==> config.mk <==
export PLATFORM = sky130hd
export DESIGN_NAME = roic_readout_sequencer
export DESIGN_NICKNAME = d
export VERILOG_FILES = /design/src/rtl/roic_readout_sequencer.sv
export SDC_FILE = /design/constraint.sdc
export NUM_CORES = 1
export LEC_CHECK = 0
export CORE_AREA = 3 3 269 271
export DETAILED_ROUTE_END_ITERATION = 16
export DIE_AREA = 0 0 272 274
export GPL_ROUTABILITY_DRIVEN = 1
export GPL_TIMING_DRIVEN = 0
export PLACE_DENSITY = 0.52
export SLEW_MARGIN = 30
export SYNTH_ARGS = -nofsm -noshare
export SYNTH_HDL_FRONTEND = slang
export SYNTH_SLANG_ARGS = --single-unit
==> constraint.sdc <==
create_clock -name data_read_clk -period 3.7 [get_ports data_read_clk]
set_clock_uncertainty 0.15 [all_clocks]
set_input_delay 0.37 -clock data_read_clk [delete_from_list [all_inputs] [get_ports data_read_clk]]
set_output_delay 0.37 -clock data_read_clk [all_outputs]
set_load 0.03 [all_outputs]
==> src/rtl/roic_readout_sequencer.sv <==
// Line readout sequencer: walks the enabled ROIC channels in index order, requests
// A/B word pairs from each one and streams them out under a valid/ready handshake.
module roic_readout_sequencer #(
    parameter int NUM_CH     = 12,
    parameter int DATA_WIDTH = 24,
    parameter int TIMEOUT    = 64
) (
    input  logic                         data_read_clk,
    input  logic                         deser_reset,
    input  logic                         line_start,
    input  logic [NUM_CH-1:0]            ch_enable,
    input  logic [9:0]                   words_per_ch,
    input  logic                         err_clear,
    input  logic [NUM_CH-1:0]            valid_read_enable,
    input  logic [NUM_CH*DATA_WIDTH-1:0] reordered_data_a,
    input  logic [NUM_CH*DATA_WIDTH-1:0] reordered_data_b,
    input  logic [NUM_CH-1:0]            reordered_valid,
    output logic [NUM_CH-1:0]            data_read_req,
    output logic [DATA_WIDTH-1:0]        out_data,
    output logic                         out_valid,
    input  logic                         out_ready,
    output logic [3:0]                   out_ch,
    output logic                         out_last,
    output logic                         busy,
    output logic                         line_done,
    output logic [NUM_CH-1:0]            timeout_err
);
    localparam int TW = $clog2(TIMEOUT) + 1;

    typedef enum logic [2:0] {IDLE, SEL, WAIT_EN, WAIT_DATA, EMIT_A, EMIT_B, DONE} state_t;

    state_t                  state;
    logic [NUM_CH-1:0]       pending;
    logic [9:0]              wpc;
    logic [9:0]              pair_cnt;
    logic [3:0]              ch;
    logic                    last_ch;
    logic [TW-1:0]           tmo_cnt;
    logic [DATA_WIDTH-1:0]   hold_b;

    logic                    sel_found;
    logic [3:0]              sel_idx;
    logic [NUM_CH-1:0]       sel_onehot;
    logic [NUM_CH-1:0]       ch_onehot;
    logic                    cur_en;
    logic                    cur_valid;
    logic [DATA_WIDTH-1:0]   cur_a;
    logic [DATA_WIDTH-1:0]   cur_b;
    logic                    tmo_hit;
    logic                    final_pair;

    // Lowest-index channel still waiting to be served this line.
    always_comb begin
        sel_found  = 1'b0;
        sel_idx    = 4'd0;
        sel_onehot = '0;
        for (int i = NUM_CH - 1; i >= 0; i--) begin
            sel_found  = pending[i] ? 1'b1 : sel_found;
            sel_idx    = pending[i] ? 4'(i) : sel_idx;
            sel_onehot = pending[i] ? (NUM_CH'(1) << i) : sel_onehot;
        end
    end

    // Per-channel inputs of the channel currently being served.
    always_comb begin
        cur_en    = 1'b0;
        cur_valid = 1'b0;
        cur_a     = '0;
        cur_b     = '0;
        ch_onehot = '0;
        for (int i = 0; i < NUM_CH; i++) begin
            cur_en       = (ch == 4'(i)) ? valid_read_enable[i] : cur_en;
            cur_valid    = (ch == 4'(i)) ? reordered_valid[i] : cur_valid;
            cur_a        = (ch == 4'(i)) ? reordered_data_a[i*DATA_WIDTH +: DATA_WIDTH] : cur_a;
            cur_b        = (ch == 4'(i)) ? reordered_data_b[i*DATA_WIDTH +: DATA_WIDTH] : cur_b;
            ch_onehot[i] = (ch == 4'(i));
        end
    end

    assign tmo_hit    = (tmo_cnt == TW'(TIMEOUT - 1));
    // Widened compare so a 1023-pair line can never alias through a wrap.
    assign final_pair = ({1'b0, pair_cnt} + 11'd1) >= {1'b0, wpc};

    // Sequencer FSM with all outputs registered.
    always_ff @(posedge data_read_clk) begin
        if (deser_reset) begin
            state         <= IDLE;
            pending       <= '0;
            wpc           <= 10'd0;
            pair_cnt      <= 10'd0;
            ch            <= 4'd0;
            last_ch       <= 1'b0;
            tmo_cnt       <= '0;
            hold_b        <= '0;
            data_read_req <= '0;
            out_data      <= '0;
            out_valid     <= 1'b0;
            out_ch        <= 4'd0;
            out_last      <= 1'b0;
            busy          <= 1'b0;
            line_done     <= 1'b0;
            timeout_err   <= '0;
        end else begin
            data_read_req <= '0;
            line_done     <= 1'b0;
            if (err_clear) begin
                timeout_err <= '0;
            end
            case (state)
                IDLE: begin
                    if (line_start) begin
                        pending <= (words_per_ch == 10'd0) ? '0 : ch_enable;
                        wpc     <= words_per_ch;
                        busy    <= 1'b1;
                        state   <= SEL;
                    end
                end
                SEL: begin
                    pair_cnt <= 10'd0;
                    if (sel_found) begin
                        ch      <= sel_idx;
                        last_ch <= ((pending & ~sel_onehot) == '0);
                        tmo_cnt <= '0;
                        state   <= WAIT_EN;
                    end else begin
                        busy      <= 1'b0;
                        line_done <= 1'b1;
                        state     <= DONE;
                    end
                end
                WAIT_EN, WAIT_DATA: begin
                    tmo_cnt <= tmo_cnt + TW'(1);
                    if (tmo_hit) begin
                        // A timeout raised here overrides a simultaneous clear.
                        timeout_err <= (err_clear ? '0 : timeout_err) | ch_onehot;
                        pending     <= pending & ~ch_onehot;
                        state       <= SEL;
                    end else if (state == WAIT_EN && cur_en) begin
                        data_read_req <= ch_onehot;
                        state         <= WAIT_DATA;
                    end else if (state == WAIT_DATA && cur_valid) begin
                        out_data  <= cur_a;
                        hold_b    <= cur_b;
                        out_ch    <= ch;
                        out_last  <= 1'b0;
                        out_valid <= 1'b1;
                        state     <= EMIT_A;
                    end
                end
                EMIT_A: begin
                    if (out_ready) begin
                        out_data <= hold_b;
                        out_last <= last_ch && final_pair;
                        state    <= EMIT_B;
                    end
                end
                EMIT_B: begin
                    if (out_ready) begin
                        out_valid <= 1'b0;
                        out_last  <= 1'b0;
                        if (final_pair) begin
                            pending <= pending & ~ch_onehot;
                            state   <= SEL;
                        end else begin
                            pair_cnt <= pair_cnt + 10'd1;
                            tmo_cnt  <= '0;
                            state    <= WAIT_EN;
                        end
                    end
                end
                DONE: begin
                    state <= IDLE;
                end
                default: begin
                    state <= IDLE;
                end
            endcase
        end
    end
endmodule

==> metrics list, run 1 <==
- The flow ran to the end, but the final reports show violations.
* Failing checks: negative setup slack
- The number of nets in the synthesized netlist is 2147.
- Synth Cell Area: 0.0112 sq mm
* Initial DRC Count: 1783
* Worst hold-check slack: 0.308 ns
* Total of hold buffers inserted after clock tree synthesis: 0
- The min-delay analysis places its worst path in the category reg2reg.
- Routability-driven placement finished with a final weighted congestion of 0.995.
* Number of violations of the max-capacitance limit: 0
- TritonCTS Buffers: 17
* Residual antenna-violating net count after detailed routing: 0
* Number of flops mapped to enable cells by yosys: 0
* Post-synthesis sequential area ratio: 0.227
- CTS saw 127 sinks.
* First element of the critical path: ch[1]
* Post-route DRC violation count: 0
- In the finished design, the share of the clock period the worst path needs comes to 1.01.
- The final max-slew violation count came to 0.
* Core Area: 0.0700 sq mm
- The die is 274 um tall.
- Routed WL per cell: 36.0 um
- Total global routing overflow: 0
* Antenna violations before repair: 32
* Ratio of routed vias to standard cells: 5.30
- Synth top cells by count: 151 x a21oi_1, 129 x o21ai_0, 128 x nor2_1
- Total global routing track utilization: 0.297
- Number of rows in the core area: 97
- The final hold violation count is 0.
- Sorting the synthesized cells by area gives the leading types as dfxtp_1 23%, a21oi_1 6.7%, mux2i_1 6.3%, o21ai_0 5.8%, nor2_1 4.3%.
* Post-synthesis average cell area: 7.44 sq um
- Effective utilization at floorplan: 0.160
- Before CTS, the worst setup slack after placement is -0.913 ns.
- Library cell with the highest instance count after synthesis: a21oi_1
- The most used flip-flop cell after synthesis is dfxtp_1.
- Input and output buffers added on the ports amount to 682.
- For this block, the routed nets add up to 115 mm of wire.
* TritonCTS clock tree: done
- After clock tree synthesis, the clock-pin slew on the worst setup and hold paths is 0.06 ns.
- Die area: 0.0745 sq mm
* Critical path class: reg2reg
* Global-route wire length before repair: 150 mm
- After the last flow step, the layout net total stands at 2868.
* Critical Path End Type: register
- For this run, the top clock speed supported by timing is 267 MHz.
- Routed vias: 16900
- Yosys printed 0 warnings.
* Die Width: 272 um
- The clock passes through at most 2 buffers.
- Via count of the first global-routing pass: 17100
- At the pin with the least slew margin, the transition time is 1.04 ns.
- Fill cells in the final layout number 7481.
- In this run the critical register-to-register path is launched from ch[1].
* Fraction of layout cells with a size suffix above 1: 0.116
- After synthesis, the netlist uses 74 different library cells.
- Clock latency reported for the late side of the worst-skew pair: 0.44 ns
- Fraction of registers with async set/reset: 0
* Area share of the leading cell type in the synthesized netlist: 0.227
- At the worst endpoint, the required time is 3.91 ns.
* Highest ir drop seen on vdd: 0.311 mV
- First-pass iteration count of the detailed router: 6
- Detailed placement finished with a half-perimeter wire length of 96.7 mm.
- Headroom to the max-slew limit came out at 0.306.
- Layout overhead on the synthesized area: 83.1%
- Number of failing setup endpoints in the final timing report: 3
- Crit path launch type: register
* Count of state elements after synthesis: 127
- Maximum number of pins on one net before global-route repair: 17
- Source of the worst hold timing path: wpc[6]
* Slack of the critical path: -0.0462 ns
- Arrival time of data at the critical path endpoint: 3.96 ns
* CTS H-Tree Depth: 4
- I/O pin count: 683
* Standby leakage power: 6.92 nW
- RSZ-0062 raised after global routing: true
* Largest fanout of any net on the critical path: 10
* Gate count after technology mapping: 1506
- The largest total area in the synthesized netlist belongs to dfxtp_1.
- Post-layout min period: 3.75 ns
- The tree is rooted in a clkbuf_16.
- For this design the ratio of total power to cell area is 661 mW/mm^2.
==> metal layers <==
metal / global-route usage / vias up / wire [um]
li1: - / 7273 / -
met1: 0.372 / 8328 / 46500
met2: 0.491 / 1123 / 53200
met3: 0.0758 / 207 / 10500
met4: 0.107 / 16 / 4920
met5: 0 / - / 102
==> worst paths after layout <==
kind | endpoint | slack, ns | depth (start not counted)
setup reg to reg | out_data[4] | -0.05 | 11
hold reg to reg | wpc[6] | 0.31 | 2
setup / recovery | out_data[4] | -0.05 | 11
hold / removal | wpc[6] | 0.31 | 2
==> sequential cells by signal, indices dropped and copies added (netlist names), 4 cells and up <==
| name | flops |
|---|---|
| pending | 12 |
| timeout_err | 12 |
| data_read_req | 12 |
| hold_b | 24 |
| out_data | 24 |
| ch | 4 |
| tmo_cnt | 7 |
| wpc | 10 |
| out_ch | 4 |
| pair_cnt | 10 |
==> cells in the final DEF (no fill, tap or decap), types with 28 or more instances in the layout <==
cell             instances
a21oi_1                149
a22oi_1                 32
buf_4                   29
clkbuf_1                60
clkdlybuf4s50_1        682
dfxtp_1                124
mux2_2                  41
mux2i_1                 68
nand2_1                109
nand2b_1                40
nor2_1                 120
nor3_1                  31
o21ai_0                126
o22ai_1                 60
or4_1                   28
==> through the flow <==
stage                     area, sq um  power, W  utilization  cells  setup TNS, ns
after CTS                       20300    0.0134        0.290   3179       -0.00319
after global placement          19200    0.0112        0.274   3128         -58.21
final                           20500    0.0136        0.293   3199        -0.0952
after floorplan                 11200   0.00627            -   1506              0
after detailed placement        19300    0.0113        0.276   3138         -35.60
after global routing            20500    0.0141        0.292   3188         -0.101
==> power breakdown <==
part | leakage (nW) | internal [W] | switching (W)
Sequential | 1.03 | 0.00159 | 0.000229
Combinational | 5.62 | 0.00341 | 0.00665
Clock | 0.269 | 0.000975 | 0.000687
==> cell families after synthesis <==
group | share of synthesized area
and+or+nand+nor | 0.189
DFF | 0.227
AOI/OAI and AO/OA | 0.362
buffers and inverters | 0.0657
xor gates and xnor gates | 0.00626
adders and majority gates | 0.0156
muxes | 0.135
==> worst max-delay path: stages (launching register included) <==
cell and delay, ns:
dfxtp_1 0.47, buf_4 0.25, buf_4 0.21, buf_2 0.30, buf_4 0.36, buf_4 0.45
a22oi_1 0.24, nor2_1 0.16, a2bb2oi_1 0.56, a221o_1 0.28, nor3_1 0.08, nor3_1 0.13
==> final cells by class <==
class / instances / area, sq um / share of cell area
timing repair buffer: 704 / 6980 / 0.340
multi-input combinational: 1206 / 8290 / 0.404
tap: 940 / 1180 / 0.0573
clock buffer: 23 / 478 / 0.0233
antenna: 19 / 47.5 / 0.00232
inverter: 28 / 106 / 0.00519
sequential: 127 / 2550 / 0.124
clock inverter: 9 / 85.1 / 0.00415
buffer: 143 / 795 / 0.0387
==> repair_timing <==
item / CTS / global route
endpoints found under the setup margin: 93 / 63
pin swaps: 4 / 3
resized for setup: 95 / 45
setup buffers: 10 / 2
cloned: 0 / 0
Power figures use the tool's default switching activity.
==> run 2, diff against run 1 <==
--- a/config.mk
+++ b/config.mk
@@ -5,12 +5,14 @@
 export SDC_FILE = /design/constraint.sdc
 export NUM_CORES = 1
 export LEC_CHECK = 0
-export CORE_AREA = 3 3 269 271
+export ABC_AREA = 1
+export CORE_AREA = 3 3 262 264
 export DETAILED_ROUTE_END_ITERATION = 16
-export DIE_AREA = 0 0 272 274
+export DIE_AREA = 0 0 265 267
 export GPL_ROUTABILITY_DRIVEN = 1
 export GPL_TIMING_DRIVEN = 0
 export PLACE_DENSITY = 0.52
+export SKIP_LAST_GASP = 1
 export SLEW_MARGIN = 30
 export SYNTH_ARGS = -nofsm -noshare
 export SYNTH_HDL_FRONTEND = slang
==> metrics list, run 2 <==
- For the worst-skew pair, the clock arrives at the later sink with an insertion delay of 0.45 ns.
- Largest fanout of any net on the critical path: 10
- In this run the static leakage power is 7.25 nW.
- Slack of the worst reg-to-reg path: 0.002 ns
* Number of rows in the core area: 95
* Worst-Margin Slew: 1.05 ns
* Source of the worst hold timing path: out_valid
* Post-layout min period: 3.70 ns
- After the first detailed-routing iteration, the DRC count stood at 1153.
* Routability cong.: 1.00
- Counting every sink on the clock net gives 127.
- Routed WL per cell: 27.5 um
- Hold-critical path depth: 2
- Most frequent cells in the layout: 681 x clkdlybuf4s50_1, 610 x nand2_1, 190 x nor2_1
* Chip height: 267 um
- Max-cap violations in this run came to 0.
* Fraction of registers with async set/reset: 0
- Summed over all layers, the routed wires come to 93.3 mm.
- Library cell with the highest instance count after synthesis: nand2_1
- Die area: 0.0708 sq mm
* RSZ-0062 raised after global routing: true
- Die Width: 265 um
* Post-synthesis sequential area ratio: 0.252
- Number of warning messages in the yosys log: 0
* Number of flops mapped to enable cells by yosys: 0
- The HPWL after detailed placement is 81.3 mm.
- The worst register-to-register path begins at ch[0].
- Of all cell types, the one taking the most synthesized area is dfxtp_1.
- Maximum number of pins on one net before global-route repair: 17
* Reg clk slew, reported paths: 0.07 ns
* Antenna violations before repair: 44
- I/O pin count: 683
- Once placement finished, the instance area stood at 0.0180 sq mm.
- Dominant cells by area after synthesis: dfxtp_1 25%, nand2_1 23%, a21oi_1 8.8%, nor2_1 7.2%, nand4_1 5.9%
- Counting every net in the synthesized netlist gives 2431.
- In the global route stage, overall resource usage came out at 0.253.
- In this run, synthesis produced a sequential element count of 127.
- After detailed routing, the number of vias per cell comes to 4.53.
- Before antenna repair, the detailed router went through 5 iterations.
* Gate count after technology mapping: 1790
- The layout has 7567 filler cells.
- After routing the design area is 0.0187 sq mm.
- In the final layout, the multi-input gates occupy 0.00661 sq mm.
* Count of distinct cell types in the synthesized netlist: 37
* Largest registers: hold_b (24), out_data (24)
- Post-layout net count: 3132
- Power spread over the standard cell area amounts to 710 mW/mm^2.
- Buffer cell driving the clock tree root: clkbuf_16
- During placement, the flow inserted port buffers numbering 681.
* Highest ir drop seen on vdd: 0.325 mV
- Main flop type after synthesis: dfxtp_1
- Via count of the first global-routing pass: 14900
- Fin. max-slew vios: 0
* Core Area: 0.0668 sq mm
- In this run the mean area of a mapped cell was 5.63 sq um.
* Maximum clock path buffer count: 2
- The commonest cells after synthesis are 611 x nand2_1, 194 x nor2_1, 178 x a21oi_1.
- The path class of the tightest hold or removal check is reg2reg.
- Residual antenna-violating net count after detailed routing: 0
- Period utilization: 0.999
* Number of instances in the placed design: 3344
- TritonCTS Buffers: 17
* Peak clock frequency supported by timing: 270 MHz
* Critical path class: reg2reg
- CP Data Required Time: 3.85 ns
- STA classifies the critical path startpoint as a register.
* Layout Cells excl Fill: 3394
- Worst-case headroom to the max-slew limit: 0.292
- Slack of the critical path: 0.00188 ns
- The worst register-to-register path has a depth of 13.
* Leading cell type in the layout, fill and taps excluded: clkdlybuf4s50_1
- Synth Cell Area: 0.0101 sq mm
* Total of hold buffers inserted after clock tree synthesis: 0
- The H-tree generated during clock tree synthesis spans 4 levels.
- Area share of the leading cell type in the synthesized netlist: 0.252
* Sum of internal, switching and leakage power: 0.0133 W
- In the final layout, flip-flops and latches occupy 0.00254 sq mm.
- The flow ran to the end, and the final reports show no timing, DRC or antenna violations.
- The final hold violation count came to 0.
* Global-route wire length before repair: 123 mm
* TritonCTS clock tree: done
* Routed vias: 15400
- Data arrives at the worst endpoint at 3.84 ns.
- Of the cells placed in the final design, the portion with a size suffix greater than 1 is 0.0479.
- Critical Path End Type: register
- In the routed design, unresolved DRC markers number 0.
- Worst slack, placed: -0.536 ns
- For this run the aggregate overflow at the end of global routing stands at 0.
- Hold Path End: out_valid
- From synthesis to final layout, the design area changed by 85.5%.
* Number of failing setup endpoints in the final timing report: 0
- The endpoint identified for the worst register-to-register timing path is hold_b[1].
- Effective utilization at floorplan: 0.151
[run 2: cell types whose count changed in the layout (fill, tap and decap cells not counted), sizes merged, moves of 41 or more]
cell and change:
nand3 +76, mux2 -42, nor2 +71, inv +127, nand2b -41, nand4 +95, o22ai -63, buf -47
o21ai -41, mux2i -70, nand2 +503
[run 2: cells by family (layout without fill, tap and decap cells)]
| family | Yosys count | after routing | share of synthesized area |
|---|---|---|---|
| DFF | 127 | 127 | 0.252 |
| adders and majority gates | 14 | 14 | 0.0174 |
| and+or+nand+nor | 1051 | 1051 | 0.444 |
| other | 0 | 17 | 0 |
| AOI/OAI and AO/OA | 335 | 335 | 0.179 |
| xor gates and xnor gates | 9 | 9 | 0.00782 |
| buffers and inverters | 254 | 968 | 0.0988 |
[run 2: final cells by class]
type                       count  area share
sequential                   127       0.136
timing repair buffer         682       0.365
inverter                     151      0.0304
clock buffer                  17      0.0227
tap                          873      0.0584
clock inverter                15     0.00749
antenna                       17     0.00227
buffer                       103      0.0243
multi-input combinational   1409       0.353
[run 2: how the worst max path moves through the flow]
stage	to	from	slack, ns	cells past startpoint
after floorplan	tmo_cnt[6]	pair_cnt[0]	0.78	20
after global placement	hold_b[17]	ch[0]	-0.96	13
after detailed placement	hold_b[17]	ch[0]	-0.54	13
after CTS	hold_b[17]	ch[0]	-0.09	13
after global routing	hold_b[1]	ch[0]	-0.07	13
final	hold_b[1]	ch[0]	0.002	13
[run 2: repair_timing]
item,4_1_cts,5_1_grt
buffers inserted,0,0
endpoints found under the setup margin,16,25
pin swaps,0,3
resized for setup,16,19
[run 2: critical path, stage by stage, from the launching register on]
cell     delay (ns)
dfxtp_1        0.49
inv_2          0.12
nand2_2        0.13
nor2_1         0.18
buf_2          0.26
buf_4          0.26
nand2_1        0.28
nand3_1        0.14
a21oi_2        0.33
nand4_1        0.13
a21oi_1        0.24
nand4_1        0.25
o21ai_0        0.45
a21oi_1        0.12
[run 2: power by group]
group | internal, W | leakage, nW | switching [W] | total (W)
clock network | 0.000931 | 0.260 | 0.000742 | 0.00167
registers | 0.00162 | 1.03 | 0.000191 | 0.00181
logic | 0.00266 | 5.96 | 0.00714 | 0.00980
[run 2: per-stage QoR]
stage | util | hold WS [ns] | setup TNS, ns
after floorplan | - | 0.285 | 0
after global placement | 0.269 | 0.290 | -6.38
after detailed placement | 0.269 | 0.300 | -2.46
after CTS | 0.279 | 0.310 | -0.0901
after global routing | 0.280 | 0.328 | -0.134
final | 0.280 | 0.299 | 0
[run 2: metal layers]
metal / share of wire / global-route usage
met5: 0.00074 / 0
met4: 0.042 / 0.0936
met3: 0.086 / 0.0674
met2: 0.45 / 0.415
met1: 0.42 / 0.320
==> run 3, diff against run 2 <==
--- a/config.mk
+++ b/config.mk
@@ -12,7 +12,6 @@
 export GPL_ROUTABILITY_DRIVEN = 1
 export GPL_TIMING_DRIVEN = 0
 export PLACE_DENSITY = 0.52
-export SKIP_LAST_GASP = 1
 export SLEW_MARGIN = 30
 export SYNTH_ARGS = -nofsm -noshare
 export SYNTH_HDL_FRONTEND = slang
==> metrics list, run 3 (synthesis results as in run 2) <==
- The share of total power dissipated in the clock network is 0.126.
- Routed WL per cell: 27.5 um
- Number of cells traversed by the worst register-to-register path: 12
- Highest ir drop seen on vdd: 0.290 mV
- Chip height: 267 um
- Largest delay contributor family on the critical path: compound AO/OA/AOI/OAI gates
- The number of clock buffers added by TritonCTS is 17.
- The startpoint identified for the worst register-to-register timing path is ch[0].
- Post-layout min period: 3.62 ns
* Buffer cell driving the clock tree root: clkbuf_16
- CP Data Required Time: 3.86 ns
* Residual antenna-violating net count after detailed routing: 0
* Routability cong.: 1.00
* CTS sink cnt: 127
- First-pass iteration count of the detailed router: 5
- Of the total power, the share spent switching nets is 0.607.
* Source of the worst hold timing path: out_valid
- The slowest stage of the critical path belongs to the cell a21oi_1.
- TritonCTS clock tree: done
- In this run, post-CTS hold repair placed 0 buffers.
- Clock latency reported for the late side of the worst-skew pair: 0.45 ns
- For the pin with the worst max-slew slack, the measured transition is 1.01 ns.
- In this run the critical register-to-register path is captured at hold_b[19].
* I/O pin count: 683
- Number of rows in the core area: 95
- Number of hold-slack violations in the final timing report: 0
- Crit path launch type: register
- In this run the worst path has a maximum fanout of 10.
- Once placement completed, the tool counted placed cells totaling 3344.
- Ratio of routed vias to standard cells: 4.52
- Number of failing setup endpoints in the final timing report: 0
- The critical path crosses 12 cells after its start point.
- Critical path class: reg2reg
- The number of antenna violations at the first check in global routing is 44.
- Capture point of the critical path: hold_b[19]
* Filler Cell Count: 7578
- The largest single stage delay on the critical path is 0.74 ns.
* Sum of internal, switching and leakage power: 0.0133 W
* Routed vias: 15400
* Internal power consumption: 0.00521 W
- Die area: 0.0708 sq mm
- Peak clock frequency supported by timing: 276 MHz
* Total global routing track utilization: 0.253
- The detailed router finished its first iteration with 1125 violations.
- Fraction of layout cells with a size suffix above 1: 0.0487
- CTS H-Tree Depth: 4
* Worst hold-check slack: 0.299 ns
- Entering global routing, the biggest net connects 17 pins.
* Effective utilization at floorplan: 0.151
- Summed over all cells, the static leakage comes to 7.26 nW.
- The flow ran to the end, and the final reports show no timing, DRC or antenna violations.
- Post-route DRC violation count: 0
- The final max-slew violation count was 0.
* Most frequent cells in the layout: 681 x clkdlybuf4s50_1, 610 x nand2_1, 189 x nor2_1
* Bufs and invs on worst path: 2
- Maximum clock path buffer count: 2
- WL final: 93.3 mm
- The via count of the first global-routing pass is 15000.
- Data arrives at the worst endpoint at 3.78 ns.
- RSZ-0062 raised after global routing: true
- Core Area: 0.0668 sq mm
- Input and output buffers added on the ports amount to 681.
* Total global routing overflow: 0
* Layout Cells excl Fill: 3398
- Share of total power in sequential cells: 0.136
* Number of violations of the max-capacitance limit: 0
* Layout overhead on the synthesized area: 85.7%
* Power per cell area: 708 mW/mm^2
- Clock-pin slew was measured on the worst setup and hold paths at 0.07 ns.
* Power share of the combinational group: 0.738
- The analysis attributes to net switching a power of 0.00804 W.
- STA classifies the critical path endpoint as a register.
* Slack of the worst reg-to-reg path: 0.08 ns
* Ordered cell list for the critical path: nor2_2 > nand2_2 > inv_2 > clkbuf_2 > nand2_1 > nand3_1 > a21oi_1 > nand4_1 > o21ai_0 > nand4_1 > o21ai_0 > a21oi_1
* Die Width: 265 um
- The HPWL after detailed placement is 81.3 mm.
- Finished Core Util: 0.280
- Worst-case headroom to the max-slew limit: 0.322
* Hold Path Class: reg2reg
* Period utilization: 0.978
- In the final timing run, aggregate negative setup slack is 0 ns.
- The first global-routing pass estimated 123 mm of wire.
- Largest registers: hold_b (24), out_data (24)
* Leading cell type in the layout, fill and taps excluded: clkdlybuf4s50_1
- First element of the critical path: ch[0]
- Post-layout net count: 3132
[run 3: changes by cell type in the layout (fill, tap and decap cells not counted)]
cell	change
clkbuf_1	-1
clkbuf_2	+1
diode_2	+4
nor2_1	-1
nor2_2	+1
o21ai_0	-1
o21ai_1	+1
[run 3: area by class of cell]
cell class	instances	area, sq um	share of cell area
timing repair buffer	682	6830	0.365
multi-input combinational	1409	6610	0.353
antenna	21	52.6	0.00281
tap	873	1090	0.0584
clock buffer	17	425	0.0227
clock inverter	15	140	0.00749
inverter	151	569	0.0304
buffer	103	455	0.0243
sequential	127	2540	0.136
[run 3: how the worst min path moves through the flow]
stage            endpoint  depth (start not counted)
4_1_cts         out_valid                          2
3_5_place_dp    out_valid                          2
2_1_floorplan  hold_b[17]                          2
3_3_place_gp    out_valid                          2
5_1_grt         out_valid                          2
6_report        out_valid                          2
[run 3: stage by stage]
step / instance area (sq um) / setup WS (ns)
6_report: 18700 / 0.0822
5_1_grt: 18700 / -0.0287
4_1_cts: 18600 / 0.00190
3_5_place_dp: 18000 / -0.536
3_3_place_gp: 18000 / -0.963
2_1_floorplan: 10100 / 0.778
[run 3: timing repair]
item                       in CTS  in global routing
setup endpoints to repair      16                 25
resized for setup              17                 22
pin swaps                       0                  2
buffers inserted                0                  0
[run 3: metal layers]
metal | track usage | wire length (um) | vias up
met5 | 0 | 55 | -
met4 | 0.105 | 3760 | 10
met3 | 0.0668 | 7720 | 110
met2 | 0.409 | 42000 | 730
met1 | 0.321 | 39800 | 7187
li1 | - | - | 7314
[run 3: tightest hold or removal path, cell delays in order (launching register included)]
cell and delay [ns]:
dfxtp_1 0.31, inv_1 0.05, a21oi_1 0.05
[run 3: power by group through the flow]
stage	Sequential, W	Clock (W)	Combinational (W)
6_report	0.00181	0.00166	0.00978
5_1_grt	0.00184	0.00175	0.0104
4_1_cts	0.00180	0.00170	0.00979
3_5_place_dp	0.00183	0	0.00970
3_3_place_gp	0.00183	0	0.00970
2_1_floorplan	0.00194	0	0.00411
